$ cat config.mk
export PLATFORM = sky130hd
export DESIGN_NAME = vga_image_streamer_flat
export DESIGN_NICKNAME = d
export VERILOG_FILES = /design/src/rtl/vga_stream_pkg.sv /design/src/rtl/vga_image_streamer_if.sv /design/src/rtl/vga_image_rom.sv /design/src/rtl/vga_image_streamer.sv /design/src/flat_wrapper.sv
export SDC_FILE = /design/constraint.sdc
export NUM_CORES = 1
export LEC_CHECK = 0
export CELL_PAD_IN_SITES_DETAIL_PLACEMENT = 1
export CELL_PAD_IN_SITES_GLOBAL_PLACEMENT = 1
export CORE_UTILIZATION = 36
export DETAILED_ROUTE_END_ITERATION = 7
export PLACE_DENSITY_LB_ADDON = 0.08
export SETUP_SLACK_MARGIN = 0.4
export SKIP_LAST_GASP = 1
export SLEW_MARGIN = 20
export SYNTH_ARGS = -nofsm -noshare
export SYNTH_HDL_FRONTEND = slang
export SYNTH_HIERARCHICAL = 1
export SYNTH_SLANG_ARGS = --single-unit
$ cat constraint.sdc
create_clock -name clk -period 7.7 [get_ports clk]
set_clock_uncertainty 0.2 [all_clocks]
set_input_delay 1.54 -clock clk [delete_from_list [all_inputs] [get_ports clk]]
set_output_delay 1.54 -clock clk [all_outputs]
set_load 0.05 [all_outputs]
$ cat src/rtl/vga_stream_pkg.sv
// Shared types and helpers for the VGA image streamer: FSM state encoding,
// default resolution constants and colour-channel bit-replication expansion.
package vga_stream_pkg;

  typedef enum logic {
    ST_PRIME  = 1'b0,
    ST_STREAM = 1'b1
  } state_t;

  localparam int DEF_OUT_W       = 640;
  localparam int DEF_OUT_H       = 480;
  localparam int DEF_SCALE_SHIFT = 2;
  localparam int DEF_NUM_IMAGES  = 4;
  localparam int DEF_CH_BITS     = 4;
  localparam int DEF_OUT_CH_BITS = 10;
  localparam int MAX_CH_W        = 16;

  // Repeats the channel value MSB-first until out_bits are filled, so full
  // scale maps to full scale and zero stays zero.
  function automatic logic [MAX_CH_W-1:0] expand_ch(
    input logic [MAX_CH_W-1:0] c,
    input int                  ch_bits,
    input int                  out_bits
  );
    logic [MAX_CH_W-1:0] r;
    logic [3:0]          oi;
    logic [3:0]          ci;
    r = '0;
    for (int i = 0; i < MAX_CH_W; i++) begin
      if (i < out_bits) begin
        oi    = 4'(out_bits - 1 - i);
        ci    = 4'(ch_bits - 1 - (i % ch_bits));
        r[oi] = c[ci];
      end
    end
    return r;
  endfunction

endpackage

$ cat src/rtl/vga_image_streamer_if.sv
// Avalon-ST source bundle carrying the {R,G,B} pixel stream and packet framing.
interface vga_image_streamer_if #(
  parameter int DATA_W = 30
);
  logic [DATA_W-1:0] data;
  logic              startofpacket;
  logic              endofpacket;
  logic              valid;
  logic              ready;

  modport master (output data, startofpacket, endofpacket, valid, input ready);
  modport slave  (input data, startofpacket, endofpacket, valid, output ready);
endinterface

$ cat src/rtl/vga_image_rom.sv
// One stored source image: a synchronous-read ROM with read enable whose
// contents are a fixed per-image pattern selected by IMAGE_ID.
module vga_image_rom
  import vga_stream_pkg::*;
#(
  parameter int DEPTH    = 19200,
  parameter int WIDTH    = 12,
  parameter int ADDR_W   = 15,
  parameter int IMAGE_ID = 0
) (
  input  logic              clk,
  input  logic              i_rd_en,
  input  logic [ADDR_W-1:0] i_addr,
  output logic [WIDTH-1:0]  o_q
);

  logic [WIDTH-1:0] r_q;

  // Image 0 is a plain address ramp; the others are distinct affine patterns.
  function automatic logic [WIDTH-1:0] rom_word(input int unsigned a);
    if (a >= DEPTH) return '0;
    return WIDTH'(a * (2 * IMAGE_ID + 1) + IMAGE_ID * 32'h5A5);
  endfunction

  always_ff @(posedge clk) begin
    if (i_rd_en) r_q <= rom_word(32'(i_addr));
  end

  assign o_q = r_q;

endmodule

$ cat src/rtl/vga_image_streamer.sv
// Streams an upscaled, optionally mirrored stored image as Avalon-ST frames,
// one pixel per clock under continuous ready, with per-frame image selection.
module vga_image_streamer
  import vga_stream_pkg::*;
#(
  parameter  int OUT_W       = DEF_OUT_W,
  parameter  int OUT_H       = DEF_OUT_H,
  parameter  int SCALE_SHIFT = DEF_SCALE_SHIFT,
  parameter  int NUM_IMAGES  = DEF_NUM_IMAGES,
  parameter  int CH_BITS     = DEF_CH_BITS,
  parameter  int OUT_CH_BITS = DEF_OUT_CH_BITS,
  localparam int SEL_W       = (NUM_IMAGES > 1) ? $clog2(NUM_IMAGES) : 1
) (
  input  logic             clk,
  input  logic             reset,
  input  logic [SEL_W-1:0] image_select,
  input  logic             mirror_en,
  output logic [15:0]      frame_count,
  vga_image_streamer_if.master st
);

  localparam int SRC_W  = OUT_W >> SCALE_SHIFT;
  localparam int SRC_H  = OUT_H >> SCALE_SHIFT;
  localparam int DEPTH  = SRC_W * SRC_H;
  localparam int ADDR_W = (DEPTH > 1) ? $clog2(DEPTH) : 1;
  localparam int X_W    = (OUT_W > 1) ? $clog2(OUT_W) : 1;
  localparam int Y_W    = (OUT_H > 1) ? $clog2(OUT_H) : 1;
  localparam int PIX_W  = 3 * CH_BITS;

  state_t           r_state;
  logic             r_armed;
  logic [X_W-1:0]   r_x;
  logic [Y_W-1:0]   r_y;
  logic [SEL_W-1:0] r_sel;
  logic             r_mirror;
  logic [15:0]      r_frame_cnt;

  logic             w_valid;
  logic             w_accept;
  logic             w_last_x;
  logic             w_last_y;
  logic             w_eop_acc;
  logic             w_prime_go;
  logic             w_rd_en;
  logic             w_rd_mirror;
  logic [X_W-1:0]   w_nx;
  logic [Y_W-1:0]   w_ny;
  logic [X_W-1:0]   w_ax;
  logic [Y_W-1:0]   w_ay;
  logic [ADDR_W-1:0] w_sx;
  logic [ADDR_W-1:0] w_addr;
  logic [PIX_W-1:0] w_rom_q [NUM_IMAGES];
  logic [PIX_W-1:0] w_pix;
  logic [OUT_CH_BITS-1:0] w_r;
  logic [OUT_CH_BITS-1:0] w_g;
  logic [OUT_CH_BITS-1:0] w_b;

  assign w_valid    = (r_state == ST_STREAM);
  assign w_accept   = w_valid & st.ready;
  assign w_last_x   = (r_x == X_W'(OUT_W - 1));
  assign w_last_y   = (r_y == Y_W'(OUT_H - 1));
  assign w_eop_acc  = w_accept & w_last_x & w_last_y;
  // The first edge after reset release only arms PRIME, so PRIME always
  // spans one full clock and valid rises on the second edge.
  assign w_prime_go = (r_state == ST_PRIME) & r_armed;
  assign w_rd_en    = w_prime_go | w_accept;
  // The read for a new frame's first pixel must already use the mirror
  // setting that is being latched on this same edge.
  assign w_rd_mirror = (w_prime_go | w_eop_acc) ? mirror_en : r_mirror;

  always_comb begin
    w_nx = r_x;
    w_ny = r_y;
    if (w_last_x) begin
      w_nx = '0;
      w_ny = w_last_y ? '0 : r_y + 1'b1;
    end else begin
      w_nx = r_x + 1'b1;
    end
  end

  assign w_ax = (r_state == ST_PRIME) ? '0 : w_nx;
  assign w_ay = (r_state == ST_PRIME) ? '0 : w_ny;

  always_comb begin
    w_sx = ADDR_W'(w_ax >> SCALE_SHIFT);
    if (w_rd_mirror) w_sx = ADDR_W'(SRC_W - 1) - w_sx;
    w_addr = ADDR_W'(w_ay >> SCALE_SHIFT) * ADDR_W'(SRC_W) + w_sx;
  end

  for (genvar gi = 0; gi < NUM_IMAGES; gi++) begin : g_rom
    vga_image_rom #(
      .DEPTH   (DEPTH),
      .WIDTH   (PIX_W),
      .ADDR_W  (ADDR_W),
      .IMAGE_ID(gi)
    ) u_rom (
      .clk    (clk),
      .i_rd_en(w_rd_en),
      .i_addr (w_addr),
      .o_q    (w_rom_q[gi])
    );
  end

  // An out-of-range selection matches no ROM and leaves the pixel at zero.
  always_comb begin
    w_pix = '0;
    for (int i = 0; i < NUM_IMAGES; i++) begin
      if (r_sel == SEL_W'(i)) w_pix = w_rom_q[i];
    end
  end

  assign w_r = OUT_CH_BITS'(expand_ch(MAX_CH_W'(w_pix[3*CH_BITS-1 -: CH_BITS]), CH_BITS, OUT_CH_BITS));
  assign w_g = OUT_CH_BITS'(expand_ch(MAX_CH_W'(w_pix[2*CH_BITS-1 -: CH_BITS]), CH_BITS, OUT_CH_BITS));
  assign w_b = OUT_CH_BITS'(expand_ch(MAX_CH_W'(w_pix[CH_BITS-1 -: CH_BITS]), CH_BITS, OUT_CH_BITS));

  assign st.valid         = w_valid;
  assign st.data          = w_valid ? {w_r, w_g, w_b} : '0;
  assign st.startofpacket = w_valid & (r_x == '0) & (r_y == '0);
  assign st.endofpacket   = w_valid & w_last_x & w_last_y;
  assign frame_count      = r_frame_cnt;

  always_ff @(posedge clk or negedge reset) begin
    if (!reset) begin
      r_state     <= ST_PRIME;
      r_armed     <= 1'b0;
      r_x         <= '0;
      r_y         <= '0;
      r_sel       <= '0;
      r_mirror    <= 1'b0;
      r_frame_cnt <= '0;
    end else begin
      r_armed <= 1'b1;
      case (r_state)
        ST_PRIME: begin
          if (r_armed) begin
            r_state  <= ST_STREAM;
            r_sel    <= image_select;
            r_mirror <= mirror_en;
          end
        end
        ST_STREAM: begin
          if (w_accept) begin
            r_x <= w_nx;
            r_y <= w_ny;
            if (w_eop_acc) begin
              r_sel       <= image_select;
              r_mirror    <= mirror_en;
              r_frame_cnt <= r_frame_cnt + 16'd1;
            end
          end
        end
        default: r_state <= ST_PRIME;
      endcase
    end
  end

endmodule
$ cat src/flat_wrapper.sv
// flat-port wrapper written by rule: the top's interface ports become plain ports
module vga_image_streamer_flat import vga_stream_pkg::*;
#(
  parameter  int OUT_W       = DEF_OUT_W,
  parameter  int OUT_H       = DEF_OUT_H,
  parameter  int SCALE_SHIFT = DEF_SCALE_SHIFT,
  parameter  int NUM_IMAGES  = DEF_NUM_IMAGES,
  parameter  int CH_BITS     = DEF_CH_BITS,
  parameter  int OUT_CH_BITS = DEF_OUT_CH_BITS,
  localparam int SEL_W       = (NUM_IMAGES > 1) ? $clog2(NUM_IMAGES) : 1
)
  (clk, reset, image_select, mirror_en, frame_count, st_data, st_startofpacket, st_endofpacket, st_valid, st_ready);
  vga_image_streamer_if st_i ();
  input  logic clk;
  input  logic reset;
  input  logic [SEL_W-1:0] image_select;
  input  logic mirror_en;
  output logic [15:0] frame_count;
  output wire logic [$bits(st_i.data)-1:0] st_data;
  output wire logic [$bits(st_i.startofpacket)-1:0] st_startofpacket;
  output wire logic [$bits(st_i.endofpacket)-1:0] st_endofpacket;
  output wire logic [$bits(st_i.valid)-1:0] st_valid;
  input wire logic [$bits(st_i.ready)-1:0] st_ready;
  assign st_data = st_i.data;
  assign st_startofpacket = st_i.startofpacket;
  assign st_endofpacket = st_i.endofpacket;
  assign st_valid = st_i.valid;
  assign st_i.ready = st_ready;
  vga_image_streamer #(.OUT_W(OUT_W), .OUT_H(OUT_H), .SCALE_SHIFT(SCALE_SHIFT), .NUM_IMAGES(NUM_IMAGES), .CH_BITS(CH_BITS), .OUT_CH_BITS(OUT_CH_BITS)) u_core (.clk(clk), .reset(reset), .image_select(image_select), .mirror_en(mirror_en), .frame_count(frame_count), .st(st_i));
endmodule
## After elaboration in Yosys (flattened, before gate mapping)

Cells that the tools add are included.

| cells by class | value |
|---|---|
| $add $sub $neg | 8 |
| multiply operators | 4 |
| order comparisons | 1 |
| equal/unequal tests | 8 |
| bitwise gates (word level) | 11 |
| reductions and logical operators | 6 |
| muxes and demuxes | 29 |

Operators by type and width:

| kind | number |
|---|---|
| 12-bit 2-to-1 mux | 9 |
| 15-bit by 3-bit multiplier with 12-bit output (second input constant) | 2 |
| 30-bit 2-to-1 mux | 1 |
| 9-bit 2-to-1 mux | 3 |
| 10-bit 2-to-1 mux | 2 |
| 16-bit by 1-bit adder with 16-bit output (second input constant) | 1 |
| 15-bit adder | 1 |
| 15-bit >= comparator (second input constant) | 1 |
| 15-bit by 2-bit multiplier with 12-bit output (second input constant) | 1 |
| 15-bit 2-to-1 mux | 1 |
| 12-bit by 11-bit adder with 12-bit output (second input constant) | 1 |
| 12-bit adder (second input constant) | 1 |
| 12-bit by 8-bit adder with 12-bit output (second input constant) | 1 |
| 10-bit by 1-bit adder with 10-bit output (second input constant) | 1 |
| 10-bit equality test (second input constant) | 1 |
| 10-bit zero test | 1 |
| 7-bit by 3-bit multiplier with 10-bit output (second input constant) | 1 |
| 9-bit by 1-bit adder with 9-bit output (second input constant) | 1 |
| 9-bit equality test (second input constant) | 1 |
| 9-bit zero test | 1 |
| 8-bit by 8-bit subtractor with 9-bit output (first input constant) | 1 |
| 1-bit bitwise AND | 8 |
| 1-bit 2-to-1 mux | 8 |
| 2-bit 2-to-1 mux | 3 |
| other kinds (11) | 15 |

| storage, ports and cells | value |
|---|---|
| bits of input ports | 6 |
| register bits | 88 |
| output and inout bits | 49 |

## Logic depth before layout (Yosys ltp)

| logic depth | value |
|---|---|
| word-level depth | 11 |
| gate-level depth with buffers | 24 |
| mapped depth without buffers | 24 |

## Cells and area by module

The synthesis kept the hierarchy.

Modules (own cells, without submodules):

| module | cells each | times used | area each (µm²) |
|---|---|---|---|
| vga_image_streamer | 397 | 1 | 3,608.5 |
| vga_image_rom at u_core.g_rom[3].u_rom | 143 | 1 | 1,440.1 |
| vga_image_rom at u_core.g_rom[1].u_rom | 125 | 1 | 1,163.6 |
| vga_image_rom at u_core.g_rom[2].u_rom | 98 | 1 | 1,089.8 |
| vga_image_rom at u_core.g_rom[0].u_rom | 42 | 1 | 611.8 |

## Worst setup path before layout

No wires, ideal clock.

| timing | value |
|---|---|
| kind | input-to-reg |
| start point | in st_ready |
| end point | reg u_core.g_rom[3].u_rom.r_q[10], data pin |
| setup slack | 1,443 ps |
| required time | 7,237 ps |
| cell stages on the path | 20 |
| setup time | 263 ps |
| arrival | 5,794 ps |
| buffers on the path | 1 |
| cell sequence | and2_1 > buf_2 > a31oi_4 > mux2i_4 > inv_4 > nand2_1 > o21ai_0 > ha_1 > a21o_1 > a21oi_1 > xnor2_1 > inv_1 > fa_1 > inv_1 > ha_1 > ha_1 > a21oi_1 > nand2_1 > a221oi_2 > mux2i_1 |

| on the way | value |
|---|---|
| word-level cells in the longest chain between the ends | 11 |
| elaborated cells on any way between the ends | 13 |

RTL lines:

| element | RTL line | source |
|---|---|---|
| from (decl) | flat_wrapper.sv:23 | `input wire logic [$bits(st_i.ready)-1:0] st_ready;` |
| 1-bit bitwise AND * | vga_image_streamer.sv:59 | `assign w_accept = w_valid & st.ready;` |
| 1-bit bitwise AND * (2 in a row) | vga_image_streamer.sv:62 | `assign w_eop_acc = w_accept & w_last_x & w_last_y;` |
| 1-bit bitwise OR * | vga_image_streamer.sv:69 | `assign w_rd_mirror = (w_prime_go \| w_eop_acc) ? mirror_en : r_mirror;` |
| 1-bit 2-to-1 mux * | vga_image_streamer.sv:69 |  |
| 15-bit 2-to-1 mux * | vga_image_streamer.sv:87 | `if (w_rd_mirror) w_sx = ADDR_W'(SRC_W - 1) - w_sx;` |
| 15-bit adder * | vga_image_streamer.sv:88 | `w_addr = ADDR_W'(w_ay >> SCALE_SHIFT) * ADDR_W'(SRC_W) + w_sx;` |
| named net u_core.w_addr[8] | vga_image_streamer.sv:51 | `logic [ADDR_W-1:0] w_addr;` |
| parallel branches: the longest is 3 deep, another holds 15-bit by 3-bit multiplier with 12-bit output | -- |  |
| 12-bit 2-to-1 mux * | vga_image_rom.sv:22 | `return WIDTH'(a * (2 * IMAGE_ID + 1) + IMAGE_ID * 32'h5A5);` |
| to (signal assigned) | vga_image_rom.sv:26 | `if (i_rd_en) r_q <= rom_word(32'(i_addr));` |
| to (decl) | vga_image_rom.sv:17 | `logic [WIDTH-1:0] r_q;` |

Mark *: on every way through the listed nets, which the timed path passes. The select of a mux whose other input is x is not followed.
A chain may end at the register's enable or synchronous reset.

## Worst setup path in the final report

| timing | value |
|---|---|
| start point | reg u_core.r_x[0] |
| end point | reg u_core.g_rom[3].u_rom.r_q[11], data pin |

| on the way | value |
|---|---|
| word-level cells in the longest chain between the ends | 11 |
| elaborated cells on any way between the ends | 20 |

RTL lines:

| element | RTL line | source |
|---|---|---|
| from (decl) | vga_image_streamer.sv:32 | `logic [X_W-1:0] r_x;` |
| from (signal assigned) | vga_image_streamer.sv:144 | `r_x <= w_nx;` |
| parallel branches: the longest is 6 deep, another holds 7-bit by 3-bit multiplier with 10-bit output | -- |  |
| 15-bit adder * | vga_image_streamer.sv:88 |  |
| named net u_core.w_addr[10] | vga_image_streamer.sv:51 |  |
| parallel branches: the longest is 3 deep, another holds 15-bit by 3-bit multiplier with 12-bit output | -- |  |
| 12-bit 2-to-1 mux * | vga_image_rom.sv:22 |  |

Marked as above.

==> flow_summary_export.csv <==
group,metric,value,unit
setup_path,crit_path_frequent_cell,"ha_1",
detailed_routing,drtAntennaViolNets,0,
outcome,status,"completed",
detailed_routing,vias,5853,
sta,hold_viol_final,0,
clocking,htree_levels,3,
detailed_routing,vias_per_cell,5.226,
die,num_rows,53,
detailed_routing,wl_per_cell,18.32,um
finish,n_antenna_cell,0,
finish,area_delta_synth_final,12.73,%
clocking,post_cts_resized,0,
die,start_util,37.18,%
global_routing,antenna_found_initial,1,
power,ir_drop,0.0004520,V
sta,fin_ws,1.085,ns
die,ioPinCount,55,
clocking,clk_path_buf_depth,2,
setup_path,critPathArrivalTime,6.63,ns
sta,slew_headroom,38.05,%
yosys,yosysTopAreaCellShare,18.21,%
setup_path,slowest_stage,"a21oi_1",
die,die_w,150.3,um
detailed_routing,totalWireLength,20520,um
yosys,synth_area_leader_cell,"edfxtp_1",
finish,final_cell_mix,"95 x ha_1, 84 x inv_1, 62 x nor2_1",
clocking,cts_root_buffer,"clkbuf_16",
finish,drive_gt1_share,10.30,%
global_routing,groute.usage.overall,19.52,%
clocking,numCtsBuffers,9,
sta,setup_viol,0,
sta,fmax,0.1512,GHz
global_routing,grt_max_degree,49,
setup_path,critPathMaxFanout,9,
setup_path,endpoint_kind,"flip-flop",
clocking,post_cts_buffers,0,
setup_path,worst_path_largest_cell_delay,0.64,ns
sta,layout_min_cycle_time,6.615,ns
power,p_leak,3.987,nW
placed_design,dp_slack,0.7614,ns
yosys,synth_area_leaders,"edfxtp_1 18%, ha_1 15%, dfrtp_1 13%, xnor2_1 5.6%, inv_1 4.0%",
yosys,ys_warn_count,6,
yosys,synthFlopType,"edfxtp_1",
setup_path,crit_chain,"ha_1, nand3b_4, nor3_4, and4_1, nand3_1, xor2_1, nor2_1, ha_1, ha_1, fa_1, xor2_1, ha_1, o21a_1, a21oi_1, inv_1, fa_1, inv_1, ha_1, ha_1, o21ai_0, a21oi_1, o22ai_1, mux2i_1",
global_routing,grt_pass1_vias,6276,
sta,rsz0062_at_grt,"false",
yosys,syn_inst,805,
power,powerDensity,415.8,nW/um^2
yosys,synth_edf_count,48,
detailed_routing,first_pass_iters,4,
placed_design,port_buffers,54,
finish,final_nets,956,
placed_design,place_congestion,0.8122,
yosys,ys_ff_latch,88,
sta,fin_crit_sh,85.91,%
die,die_h,150.3,um
global_routing,overflow,0,
die,die-area,22580,um^2
clocking,insertion_delay,0.35,ns
yosys,ys_seq_area_share,30.86,%
setup_path,crit_required,7.71,ns
yosys,async_flop_share,45.45,%
sta,finalSetupTns,0,ns
clocking,cts_sinks,88,
job,drv_cap,0,
yosys,synth_cell_types,73,
placed_design,dp_hpwl,15850,um
sta,worst_slew_pin_slew,0.9293,ns
finish,final_common_cell,"ha_1",
setup_path,cp-start-kind,"flip-flop",
global_routing,grt_pass1_wl,33540,um
clocking,cts_tree,"yes",
die,core,21290,um^2
yosys,synth_area,7914,um^2
sta,drv_slew,0,
clocking,clk_pin_slew,0.08,ns
detailed_routing,route.detailed.drc,0,
yosys,syn_nets,921,
yosys,synth_area_per_cell,9.831,um^2
min_path,worstHoldPathType,"reg2reg",
setup_path,crit_type,"reg2reg",
detailed_routing,first_iter_violations,315,
clocking,ctsHoldBuffers,0,
kinds of logic after synthesis:
family	count (synthesis)	share of synthesized area, %
adders and majority gates	110	18.81
muxes	28	5.676
AOI/OAI and AO/OA	148	13.93
DFF	88	30.86
and+or+nand+nor	229	14.92
buffers and inverters	128	7.494
xor gates and xnor gates	73	8.253
other	1	0.04739
cell type report:
type	instances	area [um^2]
tap	275	344.1
timing repair buffer	67	633.1
clock inverter	7	73.82
sequential	88	2442
fill	2409	12370
inverter	85	321.6
clock buffer	9	225.2
multi-input combinational	589	4881
sequential cells by signal, summed over array words and instances (netlist names), named ones only:
signal / count
u_core/r_x: 10
u_core/g_rom.u_rom/o_q: 48
u_core/r_sel: 2
u_core/frame_count: 16
u_core/st.valid: 1
u_core/r_y: 7
u_core/r_armed: 1
u_core/r_mirror: 1
worst max-delay path: cells and delay by family, from the launching register on:
family	cells	cell delay, ns
AOI/OAI and AO/OA	5	1.12
xor gates and xnor gates	2	0.39
adders and majority gates	8	2.67
buffers and inverters	2	0.21
DFF	1	0.41
muxes	1	0.21
and+or+nand+nor	5	1.26
per-layer routing:
layer / global-route usage, % / vias to the layer above / part of all wire, %
met5: 0 / - / 0
met4: 5.455 / 0 / 1.5
met3: 2.667 / 19 / 2.6
met2: 33.73 / 73 / 50
met1: 25.32 / 2908 / 46
li1: - / 2853 / -
path summary, 6_finish.rpt:
kind	from	endpoint	depth (start not counted)	slack (ns)
hold reg to reg	u_core/frame_count[15]	u_core/frame_count[15]	1	0.27
setup / recovery	u_core/r_x[0]	u_core/g_rom[3].u_rom/o_q[11]	23	1.08
setup reg to reg	u_core/r_x[0]	u_core/g_rom[3].u_rom/o_q[11]	23	1.08
max in group asynchronous	reset	u_core/r_x[9]	1	5.60
hold / removal	u_core/frame_count[15]	u_core/frame_count[15]	1	0.27
min in group asynchronous	reset	u_core/frame_count[10]	1	1.12
cell usage after synthesis, drive strengths merged, types with 3 or more instances:
master / count
o21ai: 34
fa: 15
nor3: 17
ha: 95
nor2: 65
nand2b: 6
o21bai: 9
a31oi: 4
o211ai: 4
and3: 5
mux2: 5
and2: 15
nor2b: 10
a211oi: 21
o31ai: 4
nor4: 5
o21a: 7
nand3: 23
nand4: 9
clkbuf: 6
buf: 37
or2: 6
edfxtp: 48
inv: 85
mux2i: 11
xor2: 21
nand2: 54
xnor2: 51
and4: 3
dfrtp: 40
mux4: 12
a21o: 19
a21oi: 33
metrics by stage:
| stage | power, mW | utilization [%] | instances | cell area, um^2 | hold WS (ns) |
|---|---|---|---|---|---|
| after floorplan | 2.585 | - | 805 | 7914 | 0.2278 |
| after global placement | 3.253 | 40.50 | 1104 | 8622 | 0.2387 |
| after CTS | 3.780 | 41.91 | 1120 | 8921 | 0.2748 |
| after global routing | 4.033 | 41.91 | 1120 | 8921 | 0.2992 |
| after detailed placement | 3.310 | 40.50 | 1104 | 8622 | 0.2600 |
| final | 3.709 | 41.91 | 1120 | 8921 | 0.2677 |
power by group:
part	switching [mW]	leakage, nW	internal [mW]	total (mW)
Combinational	1.50	2.85	0.950	2.45
Clock	0.216	0.147	0.230	0.446
Sequential	0.0727	0.990	0.738	0.810
Power figures use the tool's default switching activity.
